===== config.mk =====
export PLATFORM = sky130hd
export DESIGN_NAME = axil_bram_arbiter
export DESIGN_NICKNAME = d
export VERILOG_FILES = /design/src/rtl/axil_bram_arbiter_pkg.sv /design/src/rtl/axil_bram_arbiter_rr_arb2.sv /design/src/rtl/axil_bram_arbiter.sv
export SDC_FILE = /design/constraint.sdc
export NUM_CORES = 1
export LEC_CHECK = 0
export BUFFER_PORTS_ARGS = -buffer_cell sky130_fd_sc_hd__buf_4
export CAP_MARGIN = 20
export CORE_AREA = 4 4 143 145
export CTS_CLUSTER_DIAMETER = 150
export CTS_CLUSTER_SIZE = 10
export DETAILED_ROUTE_END_ITERATION = 16
export DIE_AREA = 0 0 147 149
export SYNTH_ARGS = -nofsm -noshare
export SYNTH_HDL_FRONTEND = slang
export SYNTH_SLANG_ARGS = --single-unit

===== constraint.sdc =====
create_clock -name axi_clock -period 1.5 [get_ports axi_clock]
set_input_delay 0.075 -clock axi_clock [delete_from_list [all_inputs] [get_ports axi_clock]]
set_output_delay 0.075 -clock axi_clock [all_outputs]
set_load 0.02 [all_outputs]

===== src/rtl/axil_bram_arbiter_pkg.sv =====
`default_nettype none
// ============================================================================
// Package : axil_bram_pkg
// Brief   : Shared types and constants for the AXI-Lite BRAM arbiter.
// Rev     : 1.0 - initial release
// ============================================================================
package axil_bram_pkg;

    typedef enum logic [1:0] {
        IDLE = 2'd0,
        WR   = 2'd1,
        RD   = 2'd2,
        RESP = 2'd3
    } state_t;

    localparam logic [1:0] RESP_OKAY = 2'b00;

    // Byte address bits below this index select a byte within a 32-bit word.
    localparam int WORD_LSB = 2;

    function automatic int word_msb(input int bram_aw);
        return bram_aw + WORD_LSB - 1;
    endfunction

endpackage
`default_nettype wire


===== src/rtl/axil_bram_arbiter_rr_arb2.sv =====
`default_nettype none
// ============================================================================
// Module : rr_arb2
// Brief  : Two-requester round-robin arbiter; grant is combinational and the
//          last-grant register only advances when the grant is accepted.
// Rev    : 1.0 - initial release
// ============================================================================
module rr_arb2 (
    input  logic       clk_i,
    input  logic       rst_ni,
    input  logic [1:0] req_i,
    input  logic       accept_i,
    output logic [1:0] gnt_o
);

    logic last_q;
    logic last_d;
    logic w_pick;

    // On contention the port that did not win last time is chosen.
    assign w_pick = (req_i == 2'b11) ? ~last_q : req_i[1];
    assign gnt_o  = (req_i == 2'b00) ? 2'b00 : (w_pick ? 2'b10 : 2'b01);
    assign last_d = accept_i ? w_pick : last_q;

    always_ff @(posedge clk_i) begin
        if (!rst_ni) begin
            last_q <= 1'b1;
        end else begin
            last_q <= last_d;
        end
    end

endmodule
`default_nettype wire


===== src/rtl/axil_bram_arbiter.sv =====
`default_nettype none
// ============================================================================
// Module : axil_bram_arbiter
// Brief  : Serialises two AXI-Lite slave ports onto one single-port BRAM.
// Rev    : 1.0 - initial release
// ============================================================================
module axil_bram_arbiter
    import axil_bram_pkg::*;
#(
    parameter int ADDR_WIDTH = 32,
    parameter int BRAM_AW    = 10,
    parameter int BRAM_LAT   = 1
) (
    input  logic                  axi_clock,
    input  logic                  axi_resetn,

    input  logic [ADDR_WIDTH-1:0] s0_axil_awaddr,
    input  logic                  s0_axil_awvalid,
    output logic                  s0_axil_awready,
    input  logic [31:0]           s0_axil_wdata,
    input  logic [3:0]            s0_axil_wstrb,
    input  logic                  s0_axil_wvalid,
    output logic                  s0_axil_wready,
    output logic [1:0]            s0_axil_bresp,
    output logic                  s0_axil_bvalid,
    input  logic                  s0_axil_bready,
    input  logic [ADDR_WIDTH-1:0] s0_axil_araddr,
    input  logic                  s0_axil_arvalid,
    output logic                  s0_axil_arready,
    output logic [31:0]           s0_axil_rdata,
    output logic [1:0]            s0_axil_rresp,
    output logic                  s0_axil_rvalid,
    input  logic                  s0_axil_rready,

    input  logic [ADDR_WIDTH-1:0] s1_axil_awaddr,
    input  logic                  s1_axil_awvalid,
    output logic                  s1_axil_awready,
    input  logic [31:0]           s1_axil_wdata,
    input  logic [3:0]            s1_axil_wstrb,
    input  logic                  s1_axil_wvalid,
    output logic                  s1_axil_wready,
    output logic [1:0]            s1_axil_bresp,
    output logic                  s1_axil_bvalid,
    input  logic                  s1_axil_bready,
    input  logic [ADDR_WIDTH-1:0] s1_axil_araddr,
    input  logic                  s1_axil_arvalid,
    output logic                  s1_axil_arready,
    output logic [31:0]           s1_axil_rdata,
    output logic [1:0]            s1_axil_rresp,
    output logic                  s1_axil_rvalid,
    input  logic                  s1_axil_rready,

    output logic                  bram_en,
    output logic [3:0]            bram_we,
    output logic [BRAM_AW-1:0]    bram_addr,
    output logic [31:0]           bram_din,
    input  logic [31:0]           bram_dout
);

    localparam int         W_MSB = word_msb(BRAM_AW);
    localparam logic [1:0] LAT_C = 2'(BRAM_LAT);

    state_t             state_q;
    logic               port_q;
    logic [1:0]         cnt_q;
    logic               bram_en_q;
    logic [3:0]         bram_we_q;
    logic [BRAM_AW-1:0] bram_addr_q;
    logic [31:0]        bram_din_q;
    logic [1:0]         bvalid_q;
    logic [1:0]         rvalid_q;
    logic [1:0][31:0]   rdata_q;

    logic [1:0]         w_wreq;
    logic [1:0]         w_req;
    logic [1:0]         w_gnt;
    logic [1:0]         w_bready;
    logic [1:0]         w_rready;
    logic               w_idle;
    logic               w_accept;
    logic               w_gidx;
    logic               w_gwrite;
    logic               w_resp_done;
    logic [BRAM_AW-1:0] w_waddr;
    logic [BRAM_AW-1:0] w_raddr;
    logic [31:0]        w_wdata;
    logic [3:0]         w_wstrb;
    logic               w_unused_addr_bits;

    assign w_wreq   = {s1_axil_awvalid & s1_axil_wvalid, s0_axil_awvalid & s0_axil_wvalid};
    assign w_req    = w_wreq | {s1_axil_arvalid, s0_axil_arvalid};
    assign w_bready = {s1_axil_bready, s0_axil_bready};
    assign w_rready = {s1_axil_rready, s0_axil_rready};

    // Readies are gated by reset so nothing handshakes while the block is held.
    assign w_idle   = (state_q == IDLE) && axi_resetn;
    assign w_accept = w_idle && (w_req != 2'b00);
    assign w_gidx   = w_gnt[1];
    assign w_gwrite = w_wreq[w_gidx];

    assign w_waddr = w_gidx ? s1_axil_awaddr[W_MSB:WORD_LSB] : s0_axil_awaddr[W_MSB:WORD_LSB];
    assign w_raddr = w_gidx ? s1_axil_araddr[W_MSB:WORD_LSB] : s0_axil_araddr[W_MSB:WORD_LSB];
    assign w_wdata = w_gidx ? s1_axil_wdata : s0_axil_wdata;
    assign w_wstrb = w_gidx ? s1_axil_wstrb : s0_axil_wstrb;

    assign w_resp_done = (bvalid_q[port_q] && w_bready[port_q]) ||
                         (rvalid_q[port_q] && w_rready[port_q]);

    assign w_unused_addr_bits = ^{s0_axil_awaddr[ADDR_WIDTH-1:W_MSB+1], s0_axil_awaddr[WORD_LSB-1:0],
                                  s1_axil_awaddr[ADDR_WIDTH-1:W_MSB+1], s1_axil_awaddr[WORD_LSB-1:0],
                                  s0_axil_araddr[ADDR_WIDTH-1:W_MSB+1], s0_axil_araddr[WORD_LSB-1:0],
                                  s1_axil_araddr[ADDR_WIDTH-1:W_MSB+1], s1_axil_araddr[WORD_LSB-1:0]};

    rr_arb2 u_arb (
        .clk_i    (axi_clock),
        .rst_ni   (axi_resetn),
        .req_i    (w_req),
        .accept_i (w_accept),
        .gnt_o    (w_gnt)
    );

    always_ff @(posedge axi_clock) begin
        if (!axi_resetn) begin
            state_q     <= IDLE;
            port_q      <= 1'b0;
            cnt_q       <= 2'd0;
            bram_en_q   <= 1'b0;
            bram_we_q   <= 4'h0;
            bram_addr_q <= '0;
            bram_din_q  <= 32'h0;
            bvalid_q    <= 2'b00;
            rvalid_q    <= 2'b00;
            rdata_q     <= '0;
        end else begin
            case (state_q)
                IDLE: begin
                    if (w_accept) begin
                        port_q    <= w_gidx;
                        bram_en_q <= 1'b1;
                        cnt_q     <= 2'd0;
                        if (w_gwrite) begin
                            state_q     <= WR;
                            bram_we_q   <= w_wstrb;
                            bram_addr_q <= w_waddr;
                            bram_din_q  <= w_wdata;
                        end else begin
                            state_q     <= RD;
                            bram_we_q   <= 4'h0;
                            bram_addr_q <= w_raddr;
                        end
                    end
                end
                WR: begin
                    bram_en_q        <= 1'b0;
                    bram_we_q        <= 4'h0;
                    bvalid_q[port_q] <= 1'b1;
                    state_q          <= RESP;
                end
                RD: begin
                    bram_en_q <= 1'b0;
                    // cnt_q reaches BRAM_LAT exactly when bram_dout carries the word.
                    if (cnt_q == LAT_C) begin
                        rdata_q[port_q]  <= bram_dout;
                        rvalid_q[port_q] <= 1'b1;
                        state_q          <= RESP;
                    end else begin
                        cnt_q <= cnt_q + 2'd1;
                    end
                end
                RESP: begin
                    if (w_resp_done) begin
                        bvalid_q <= 2'b00;
                        rvalid_q <= 2'b00;
                        state_q  <= IDLE;
                    end
                end
                default: state_q <= IDLE;
            endcase
        end
    end

    assign s0_axil_awready = w_idle & w_gnt[0] & w_wreq[0];
    assign s0_axil_wready  = w_idle & w_gnt[0] & w_wreq[0];
    assign s0_axil_arready = w_idle & w_gnt[0] & ~w_wreq[0];
    assign s1_axil_awready = w_idle & w_gnt[1] & w_wreq[1];
    assign s1_axil_wready  = w_idle & w_gnt[1] & w_wreq[1];
    assign s1_axil_arready = w_idle & w_gnt[1] & ~w_wreq[1];

    assign s0_axil_bvalid = bvalid_q[0];
    assign s1_axil_bvalid = bvalid_q[1];
    assign s0_axil_rvalid = rvalid_q[0];
    assign s1_axil_rvalid = rvalid_q[1];
    assign s0_axil_rdata  = rdata_q[0];
    assign s1_axil_rdata  = rdata_q[1];
    assign s0_axil_bresp  = RESP_OKAY;
    assign s1_axil_bresp  = RESP_OKAY;
    assign s0_axil_rresp  = RESP_OKAY;
    assign s1_axil_rresp  = RESP_OKAY;

    assign bram_en   = bram_en_q;
    assign bram_we   = bram_we_q;
    assign bram_addr = bram_addr_q;
    assign bram_din  = bram_din_q;

endmodule
`default_nettype wire


==> results.ini <==
[placed_design]
post_dp_cell_area_um2=7898
port_buffers=276
place_congestion=0.7619
place.detailed.hpwl_um=13290

[clock_tree]
clock_latency_ps=410
cts.sinks=121
cts-buffers-inserted=17
root_buffer=clkbuf_16
ctsHtreeMaxLevel=4
path_clk_slew_ps=60
cts_buffer_depth=2
cts_tree=built

[cells_and_area]
post-route-util=0.5417
drive_gt1_frac=0.4314
final_nets=1302
syn2layout_area_growth_pct=93.73
fin_area_um2=10400
diodes=0

[logic_synthesis]
yosys.cell_count.top_type=nand2_1
seq_area_frac_synth=0.4511
synth_cells=632
post-synth-top-area-cell=dfxtp_1
synth_flop_cell=dfxtp_1
ys_types=43
synthArstFlopShare=0
synthTopCellsByCount=nand2_1, dfxtp_1, a21boi_0
synth_top_area_frac=0.4511
syn_avg_cell_area_um2=8.497
ys_warn_count=0
synth_edf_count=0
synth_seq_cells=121
synth.area.top_cells=dfxtp_1, nand2_1, a21boi_0
synth.cell_area_um2=5370

[floorplan]
fp.dieArea_um2=21900
start_util=0.2796
die_w_um=147
core_um2=19210
die_h_um=149
num_io_pins=373
row_count=51

[critical_path]
crit_chain=inv_2, ha_4, nand2_4, buf_8, nor3_4, buf_6
worstReg2RegEnd=bram_din[8]$_SDFFE_PN0P_
criticalPathCategory=reg -> out
cp.required_ps=1420
critical_path.startpoint=state_q[0]$_SDFFE_PN0P_
critPathCaptureType=primary output
crit_path_start_kind=flop
crit_slowest_cell=dfxtp_2
crit_arrival_ps=1560
timing.critical_path.slowest_cell_delay_ps=320
r2r_cells=10
reg2reg_from=state_q[0]$_SDFFE_PN0P_
cp_max_fo=5
r2r_setup_slack_ps=-90

[routing]
avgRoutedWirePerCell_um=16.69
first_pass_iters=4
wl_met3_um=1733
met2_length_um=10920
drt-vias-per-instance=4.651
drt_iter0_markers=171
wl_um=22180
ant_nets=0
wirelength_met1_um=9001
drc=0
route.vias.total=6181
highest_layer=met4

[pwr]
power_density_nw_per_um2=1204
leakagePower_nw=4.424
ir_drop_mv=0.7928

[outcome]
status=complete, but fails checks
violations=negative setup slack

[sta]
finalHoldViolations=0
fmax_mhz=610.9
rsz0062_at_grt=true
slew_headroom=0.5686
setup_ws_ps=-137.0
period_minus_slack_ps=1637
final.setup_skew_ps=9.930
finalSetupViolCount=56
fin_hold_ws_ps=1.932
worst_pin_slew_ps=647.1
period_share=1.091
finalMaxSlewViolations=0

[global_routing]
antenna_found_initial=0
first_global_vias=6306
grt-ovfl-total=0
grtUsageTotal=0.1903
grt_pass1_wl_um=33220
grt_max_degree=72

[min_path]
min_to=bram_addr[8]$_SDFFE_PN0P_
min_path_type=in -> reg
holdCritStartpoint=s0_axil_araddr[10]
min_path_cells=3

[flow_run]
maxCapViolCount=0

[through the flow]
stage | instances | TNS [ps] | setup WS [ps] | power (mW)
3_3_place_gp | 1163 | -121.9 | -24.24 | 7.353
2_1_floorplan | 639 | -381.2 | -207.0 | 5.811
4_1_cts | 1326 | -2723 | -140.7 | 12.28
6_report | 1329 | -2365 | -137.0 | 12.52
5_1_grt | 1329 | -8066 | -201.9 | 13.15
3_5_place_dp | 1163 | -1225 | -87.53 | 7.384
[flip-flops by register name, summed over array words and instances (netlist names)]
| register | flops |
|---|---|
| bram_addr | 10 |
| bram_din | 32 |
| rvalid_q | 2 |
| s0_axil_rdata | 32 |
| u_arb.last_q | 1 |
| s1_axil_rdata | 32 |
| bram_en | 1 |
| bram_we | 4 |
| cnt_q | 2 |
| state_q | 2 |
| port_q | 1 |
| bvalid_q | 2 |
[power breakdown]
part           switching (mW)  internal, mW
clock                    1.47          2.35
sequential              0.262          3.60
combinational            2.38          2.47
[what timing repair did]
action                                  4_1_cts  5_1_grt
endpoints found under the hold margin       105        0
endpoints found under the setup margin       78       91
resized for setup                            45      103
gates cloned                                  8        4
buffers inserted                             14        5
hold buffers                                110        0
pin swaps                                     7       11
[worst max-delay path, delay by kind of cell, from the launching register on]
kind          cells  cell delay, ps
simple gates      2             310
flops             1             320
buf+inv           3             370
fa+ha+maj         1             150
[metal layers]
layer / up-vias / GRT usage
met4: 0 / 0.06850
li1: 3004 / -
met3: 35 / 0.06442
met2: 256 / 0.3376
met1: 2886 / 0.2130
met5: - / 0
[layout make-up]
cell class	instances	area, um^2
clock buffer	23	467.9
multi-input combinational	455	3052
timing repair buffer	447	4013
inverter	10	37.54
tap	265	331.6
clock inverter	8	72.57
sequential	121	2430
fill	1707	8803
[how the worst max path moves through the flow]
stage | slack [ps] | cells after the start | to
after global routing | -200 | 6 | s0_axil_wready
after global placement | -20 | 7 | bram_we[0]$_SDFFE_PN0P_
final | -140 | 6 | s0_axil_wready
after detailed placement | -90 | 7 | bram_din[25]$_SDFFE_PN0P_
after CTS | -140 | 6 | s0_axil_wready
after floorplan | -210 | 5 | s0_axil_arready
[placed cells by master (no fill, tap or decap), drive strengths merged, types with 8 or more instances in the layout]
cell | synthesis | routed
a21boi | 70 | 70
a21oi | 38 | 38
buf | 25 | 333
clkbuf | 28 | 27
conb | 1 | 8
dfxtp | 121 | 121
dlygate4sd3 | 0 | 110
inv | 10 | 10
mux2i | 38 | 38
nand2 | 152 | 152
nor2 | 24 | 24
o21ai | 46 | 46
o2bb2ai | 10 | 10
[cells by family after synthesis]
| group | synth area share |
|---|---|
| AND/OR/NAND/NOR | 0.1673 |
| AO/OA/AOI/OAI | 0.2339 |
| flip-flops | 0.4511 |
| buffers and inverters | 0.06221 |
| multiplexers | 0.07083 |
| adder cells (fa/ha/maj) | 0.01398 |
| other | 0.0006983 |
No activity file was read; power rests on OpenSTA's default activity.
